$ cat config.mk
export PLATFORM = sky130hd
export DESIGN_NAME = enter_conditioner_flat
export DESIGN_NICKNAME = d
export VERILOG_FILES = /design/src/rtl/enter_conditioner_if.sv /design/src/rtl/enter_conditioner.sv /design/src/flat_wrapper.sv
export SDC_FILE = /design/constraint.sdc
export NUM_CORES = 1
export LEC_CHECK = 0
export BUFFER_PORTS_ARGS = -buffer_cell sky130_fd_sc_hd__buf_4
export CAP_MARGIN = 10
export CORE_MARGIN = 2
export CORE_UTILIZATION = 35
export CTS_CLUSTER_DIAMETER = 200
export CTS_CLUSTER_SIZE = 30
export DETAILED_ROUTE_END_ITERATION = 10
export GPL_ROUTABILITY_DRIVEN = 0
export MAX_ROUTING_LAYER = met4
export PLACE_DENSITY = 0.57
export SYNTH_ARGS = -nofsm -noshare
export SYNTH_HDL_FRONTEND = slang
export SYNTH_SLANG_ARGS = --single-unit
$ cat constraint.sdc
create_clock -name clka -period 1.4 [get_ports clka]
set_input_delay 0 -clock clka [delete_from_list [all_inputs] [get_ports clka]]
set_output_delay 0 -clock clka [all_outputs]
set_load 0.1 [all_outputs]
$ cat src/rtl/enter_conditioner_if.sv
// Button/switch bundle between the raw panel inputs and the conditioned outputs
// that feed main_FSM. The conditioner is the slave; whoever drives the raw
// inputs and consumes the pulse is the master.
interface enter_conditioner_if #(
  parameter int VAL_W = 4
);
  logic             enter_raw;
  logic [VAL_W-1:0] sw_raw;
  logic             enter;
  logic [VAL_W-1:0] sw_val;
  logic             btn_busy;

  modport master (
    output enter_raw, sw_raw,
    input  enter, sw_val, btn_busy
  );

  modport slave (
    input  enter_raw, sw_raw,
    output enter, sw_val, btn_busy
  );
endinterface

$ cat src/rtl/enter_conditioner.sv
// Synchronises and debounces the ENTER button. Emits one single-cycle 'enter'
// pulse per physical press and latches the switch code on that same edge so
// the datapath sees a value aligned with the FSM transition it triggers.
module enter_conditioner #(
  parameter int DEBOUNCE_CYCLES = 16,
  parameter int CNT_W           = 5,
  parameter int VAL_W           = 4
) (
  input  logic                clka,
  input  logic                restart,
  enter_conditioner_if.slave  bus
);

  typedef enum logic [1:0] {
    S_IDLE    = 2'b00,
    S_PRESS   = 2'b01,
    S_HELD    = 2'b10,
    S_RELEASE = 2'b11
  } state_e;

  localparam logic [CNT_W-1:0] CNT_MAX = CNT_W'(DEBOUNCE_CYCLES - 1);
  localparam logic [CNT_W-1:0] CNT_ONE = CNT_W'(1);

  logic             enter_s1_q, enter_s1_d;
  logic             enter_s_q,  enter_s_d;
  logic [VAL_W-1:0] sw_s1_q,    sw_s1_d;
  logic [VAL_W-1:0] sw_s_q,     sw_s_d;
  state_e           state_q,    state_d;
  logic [CNT_W-1:0] cnt_q,      cnt_d;
  logic             enter_q,    enter_d;
  logic [VAL_W-1:0] sw_val_q,   sw_val_d;

  // Two-flop synchronisers; nothing downstream touches the raw pins.
  always_comb begin
    enter_s1_d = bus.enter_raw;
    enter_s_d  = enter_s1_q;
    sw_s1_d    = bus.sw_raw;
    sw_s_d     = sw_s1_q;
  end

  // Debounce FSM: cnt tracks consecutive samples that disagree with the
  // debounced level; it saturates at CNT_MAX where the transition happens.
  always_comb begin
    state_d  = state_q;
    cnt_d    = cnt_q;
    enter_d  = 1'b0;       // pulse self-clears the edge after it is set
    sw_val_d = sw_val_q;
    case (state_q)
      S_IDLE: begin
        if (enter_s_q) begin
          state_d = S_PRESS;
          cnt_d   = CNT_ONE;
        end else begin
          cnt_d   = '0;
        end
      end
      S_PRESS: begin
        if (!enter_s_q) begin
          state_d = S_IDLE;
          cnt_d   = '0;
        end else if (cnt_q == CNT_MAX) begin
          state_d  = S_HELD;
          cnt_d    = '0;
          enter_d  = 1'b1;
          sw_val_d = sw_s_q;
        end else begin
          cnt_d = cnt_q + CNT_ONE;
        end
      end
      S_HELD: begin
        // No auto-repeat: a held button just sits here.
        if (!enter_s_q) begin
          state_d = S_RELEASE;
          cnt_d   = CNT_ONE;
        end
      end
      S_RELEASE: begin
        // A bounce back to 1 returns to HELD without a new pulse.
        if (enter_s_q) begin
          state_d = S_HELD;
          cnt_d   = '0;
        end else if (cnt_q == CNT_MAX) begin
          state_d = S_IDLE;
          cnt_d   = '0;
        end else begin
          cnt_d = cnt_q + CNT_ONE;
        end
      end
      default: begin
        state_d = S_IDLE;
        cnt_d   = '0;
      end
    endcase
  end

  // All state, including the synchronisers, clears on restart; restart also
  // wins over a pulse that would otherwise fire on the same edge.
  always_ff @(posedge clka) begin
    if (restart) begin
      enter_s1_q <= 1'b0;
      enter_s_q  <= 1'b0;
      sw_s1_q    <= '0;
      sw_s_q     <= '0;
      state_q    <= S_IDLE;
      cnt_q      <= '0;
      enter_q    <= 1'b0;
      sw_val_q   <= '0;
    end else begin
      enter_s1_q <= enter_s1_d;
      enter_s_q  <= enter_s_d;
      sw_s1_q    <= sw_s1_d;
      sw_s_q     <= sw_s_d;
      state_q    <= state_d;
      cnt_q      <= cnt_d;
      enter_q    <= enter_d;
      sw_val_q   <= sw_val_d;
    end
  end

  assign bus.enter    = enter_q;
  assign bus.sw_val   = sw_val_q;
  assign bus.btn_busy = (state_q != S_IDLE);

endmodule

$ cat src/flat_wrapper.sv
// flat-port wrapper written by rule: the top's interface ports become plain ports
module enter_conditioner_flat 
#(
  parameter int DEBOUNCE_CYCLES = 16,
  parameter int CNT_W           = 5,
  parameter int VAL_W           = 4
)
  (clka, restart, bus_enter_raw, bus_sw_raw, bus_enter, bus_sw_val, bus_btn_busy);
  enter_conditioner_if #(.VAL_W(VAL_W)) bus_i ();
  input  logic clka;
  input  logic restart;
  input wire logic [$bits(bus_i.enter_raw)-1:0] bus_enter_raw;
  input wire logic [$bits(bus_i.sw_raw)-1:0] bus_sw_raw;
  output wire logic [$bits(bus_i.enter)-1:0] bus_enter;
  output wire logic [$bits(bus_i.sw_val)-1:0] bus_sw_val;
  output wire logic [$bits(bus_i.btn_busy)-1:0] bus_btn_busy;
  assign bus_i.enter_raw = bus_enter_raw;
  assign bus_i.sw_raw = bus_sw_raw;
  assign bus_enter = bus_i.enter;
  assign bus_sw_val = bus_i.sw_val;
  assign bus_btn_busy = bus_i.btn_busy;
  enter_conditioner #(.DEBOUNCE_CYCLES(DEBOUNCE_CYCLES), .CNT_W(CNT_W), .VAL_W(VAL_W)) u_core (.clka(clka), .restart(restart), .bus(bus_i));
endmodule
Word-level counts from Yosys, hierarchy flattened
Cells that the tools add are included.
{"block": "totals", "ff_bits": 22, "inputBits": 7, "output_inout_bits": 6}
{"block": "classes", "add_sub_neg": 1, "eq_ne": 8, "muxes": 14, "bitwise_logic": 2, "reduce_logical": 5}
{"op": "5-bit two-way mux", "count": 4}
{"op": "5-bit case mux with 4 select lines", "count": 1}
{"op": "2-bit two-way mux", "count": 6}
{"op": "2-bit case mux with 4 select lines", "count": 1}
{"op": "5-bit by 1-bit adder with 5-bit output (second input constant)", "count": 1}
{"op": "5-bit by 4-bit == test with 1-bit output (second input constant)", "count": 1}
{"op": "2-bit == test (second input constant)", "count": 2}
{"op": "4-bit AND reduction", "count": 1}
{"op": "3-bit by 1-bit != test with 1-bit output (second input constant)", "count": 1}
{"op": "3-bit != test (second input constant)", "count": 1}
{"op": "3-bit AND reduction", "count": 1}
{"op": "3-bit OR reduction", "count": 1}
{"op": "2-bit by 1-bit == test with 1-bit output (second input constant)", "count": 1}
{"op": "2-bit zero test", "count": 1}
{"op": "1-bit two-way mux", "count": 2}
{"op": "2-bit by 1-bit != test with 1-bit output (second input constant)", "count": 1}
{"op": "2-bit != test (second input constant)", "count": 1}
{"op": "1-bit NOT", "count": 2}
{"op": "2-bit nonzero test", "count": 1}

Logic depth before layout (Yosys ltp)
{"block": "logic_depth", "depth_word": 4, "depth_mapped": 5}

Worst setup path after synthesis
Ideal clock, no wire load.
{"block": "synth_timing", "path_kind": "register to register", "start": "register u_core.cnt_q[0]", "end": "register u_core.sw_val_q[0], in the netlist u_core.bus.sw_val[0]", "setup_time_ns": 0.072, "t_arrival_ns": 1.233, "required_time_ns": 1.328, "path_slack_ns": 0.095, "path_stages_with_launch": 6, "path_buffers": 1, "synth_period_minus_slack_ns": 1.305, "cell_sequence": "dfxtp_1 ha_1 and4b_4 and3_1 buf_6 mux2i_1"}
{"block": "synth_via", "elab_chain_len": 2}
{"element": "from (decl)", "line": "enter_conditioner.sv:29", "text": "logic [CNT_W-1:0] cnt_q, cnt_d;"}
{"element": "from (signal assigned)", "line": "enter_conditioner.sv:114", "text": "cnt_q <= cnt_d;"}
{"element": "5-bit by 4-bit == test with 1-bit output", "line": "enter_conditioner.sv:61", "text": "end else if (cnt_q == CNT_MAX) begin"}
{"element": "3-bit AND reduction (no line)"}
{"element": "to (signal assigned)", "line": "enter_conditioner.sv:116", "text": "sw_val_q <= sw_val_d;"}
{"element": "to (decl)", "line": "enter_conditioner.sv:31", "text": "logic [VAL_W-1:0] sw_val_q, sw_val_d;"}
No other way between the ends.
A chain may end at the register's enable or synchronous reset.

Final worst setup path
{"block": "layout_timing", "start": "register u_core.state_q[0]", "end": "output bus_btn_busy"}
{"block": "layout_via", "elab_chain_len": 1}
{"element": "from (decl)", "line": "enter_conditioner.sv:28", "text": "state_e state_q, state_d;"}
{"element": "from (signal assigned)", "line": "enter_conditioner.sv:113", "text": "state_q <= state_d;"}
{"element": "2-bit nonzero test", "line": "enter_conditioner.sv:122", "text": "assign bus.btn_busy = (state_q != S_IDLE);"}
{"element": "to (decl)", "line": "flat_wrapper.sv:16", "text": "output wire logic [$bits(bus_i.btn_busy)-1:0] bus_btn_busy;"}
No other way between the ends.

==> reports/metrics.yaml <==
outcome:
  outcome: "finished clean"
clock_tree:
  cts_setup_buffers: 0
  cts.htree.levels: 1
  path_clk_slew_ps: 120
  clk_path_buf_depth: 2
  tritoncts: "yes"
  clk_latency_ps: 310
  cts_sinks: 22
  cts_root_buf: "clkbuf_4"
  cts_buffers: 3
worst_setup_path:
  cp_data_arrival_time_ps: 1340
  cp_max_fo: 11
  path_class: "flop to output port"
  cp.required_ps: 1400
  cp-end-kind: "output port"
  crit_path_start_kind: "flop"
placement:
  dp_hpwl_um: 983
  place_ws_ps: 35.8
  io_buffers: 12
cells_and_area:
  multi_input_area_sq_um: 418
  nNetsFinal: 117
  diodes: 0
  n_fill_cell: 238
  seq_area_sq_um: 443
  syn2layout_area_growth_pct: 29.2
  drive_gt1_frac: 0.278
sta:
  rsz0062_at_grt: "false"
  finalSetupTns_ps: 0
  hold_violations: 0
  worst_slew_pin_slew_ps: 319
  slew_viol_final: 0
  fmax_ghz: 0.745
  finalClockSkew_ps: 1.25
  final-setup-viol-count: 0
  fin_crit_ps: 1340
  post-route-period-util: 0.958
  slew_headroom: 0.787
  setup_slack_ps: 58.5
synthesis:
  synth_cells: 87
  ys_ff_latch: 22
  syn_nets: 95
  yosys_warnings: 0
  syn_area_per_cell_sq_um: 10.1
  syn_area_sq_um: 882
  synth-seq-area-share: 0.499
  ys_types: 28
power_and_ir_drop:
  pwr_density_cell_mw_per_mm2: 1060
  leakagePower_nw: 0.462
  ir_drop_v: 0.000707
die:
  fp.dieW_um: 54.2
  std_cell_rows: 18
  start_util: 0.363
  die_h_um: 54.2
  io_pins: 13
  core_sq_mm: 0.00243
  dieArea_sq_mm: 0.00294
detailed_routing:
  drtIter0Drc: 4
  detail_route.vias_per_cell: 4.72
  drc_errors: 0
  wire_per_inst_um: 11.0
  wl_um: 1520
  drtAntennaViolNets: 0
  vias: 651
  dr.pass1.iters: 4
global_routing:
  gr-usage-all-layers: 0.125
  grt_overflow: 0
  grt_max_degree: 28
  grt_pass1_wl_um: 2510
  grt_pass1_vias: 584
  grt_antenna_before_repair: 0
run:
  cap_violations: 0
worst_hold_path:
  hold_class: "primary input to flop"
==> placed cells by master (no fill, tap or decap), types with 2 or more instances in the layout <==
master         synthesis  routed
xor2_1                 2       2
nand2b_1              10      10
clkbuf_4               0       3
nor2b_1               11      11
and3b_1                2       2
nor2_1                 2       2
dfxtp_1               22      20
dlygate4sd3_1          0       5
buf_4                  1      17
o21ai_0                2       2
mux2i_1                4       4
nand3_1                6       6
dfxtp_2                0       2
nand4b_1               2       2
a21oi_1                4       4
nor3b_1                2       2
==> per-stage QoR <==
stage                     area, sq um  std cells  power (W)  hold WS (ps)  utilization
after floorplan                   882         87   0.000695           128            -
final                            1140        138    0.00121          24.3        0.469
after global placement           1020        129   0.000719           209        0.419
after global routing             1140        138    0.00126          31.8        0.469
after CTS                        1120        138    0.00122          28.6        0.462
after detailed placement         1020        129   0.000720           217        0.419
==> final timing paths <==
kind / depth (start not counted) / start / end / slack, ps
hold / removal: 2 / restart / u_core.cnt_q[2] / 20
setup reg to reg: 5 / u_core.cnt_q[1] / u_core.cnt_q[3] / 80
setup / recovery: 3 / u_core.state_q[0] / bus_btn_busy / 60
hold reg to reg: 1 / u_core.sw_s1_q[1] / u_core.sw_s_q[1] / 460
==> synth_stat cells <==
library cell  count  share of area
and3b_1           2          0.020
nand3b_1          1         0.0085
xor2_1            2          0.020
or2_2             1         0.0071
nand2b_1         10          0.071
buf_4             1         0.0085
a21bo_2           1          0.011
nor4b_1           1         0.0099
nor2b_1          11          0.078
buf_6             1          0.013
a21oi_1           4          0.023
mux2i_1           4          0.045
dfxtp_1          22           0.50
nand3_1           6          0.034
and2b_1           1         0.0085
and3_1            1         0.0071
nand4b_1          2          0.020
ha_1              1          0.014
a31oi_1           1         0.0071
nand2_1           1         0.0043
nor3b_1           2          0.017
nor2_1            2         0.0085
and4b_4           1          0.016
a31o_2            1         0.0099
xnor2_1           1         0.0099
buf_2             1         0.0057
o21ai_0           2          0.011
clkbuf_1          3          0.013
==> cell families (layout without fill, tap and decap cells) <==
group | count (synthesis) | after routing | share of synthesized area
flops | 22 | 22 | 0.499
simple gates | 42 | 42 | 0.309
mux | 4 | 4 | 0.0454
xor+xnor | 3 | 3 | 0.0298
buf+inv | 6 | 27 | 0.0397
compound gates | 9 | 9 | 0.0624
fa+ha+maj | 1 | 1 | 0.0142
==> repair_timing <==
action                                  CTS  global route
endpoints found under the hold margin     5             0
hold buffers                              5             0
resized for setup                         1             5
pin swaps                                 0             0
gates cloned                              0             0
endpoints found under the setup margin    1             7
==> sequential cells by signal, indices dropped and copies added (netlist names), named ones only <==
name	count
u_core.bus.enter	1
u_core.bus.sw_val	4
u_core.cnt_q	5
u_core.enter_s1_q	1
u_core.enter_s_q	1
u_core.state_q	1
u_core.sw_s1_q	4
u_core.sw_s_q	4
==> metal layers <==
layer / vias to the layer above / global-route usage / wire (um)
met1: 307 / 0.156 / 731
met4: 0 / 0.0625 / 23
met2: 8 / 0.185 / 729
met5: - / - / 0
met3: 4 / 0.0333 / 37
li1: 332 / - / -
==> area by class of cell <==
| class | count | share of cell area |
|---|---|---|
| well taps | 30 | 0.0329 |
| multi-input cells | 59 | 0.367 |
| flip-flops and latches | 22 | 0.389 |
| repair buffers | 23 | 0.166 |
| clock buffers | 3 | 0.0198 |
| clock inverters | 1 | 0.0263 |
==> worst max-delay path, cell delays in order, from the launching register on <==
cell,delay [ps]
dfxtp_2,400
buf_4,170
or2_2,280
buf_6,190
==> report_power, final <==
| part | total [W] | switching [W] | internal (W) |
|---|---|---|---|
| logic | 0.0000710 | 0.0000299 | 0.0000411 |
| clock network | 0.000488 | 0.000198 | 0.000289 |
| registers | 0.000647 | 0.00000644 | 0.000641 |
| total | 0.00121 | 0.000235 | 0.000971 |
Power figures use the tool's default switching activity.
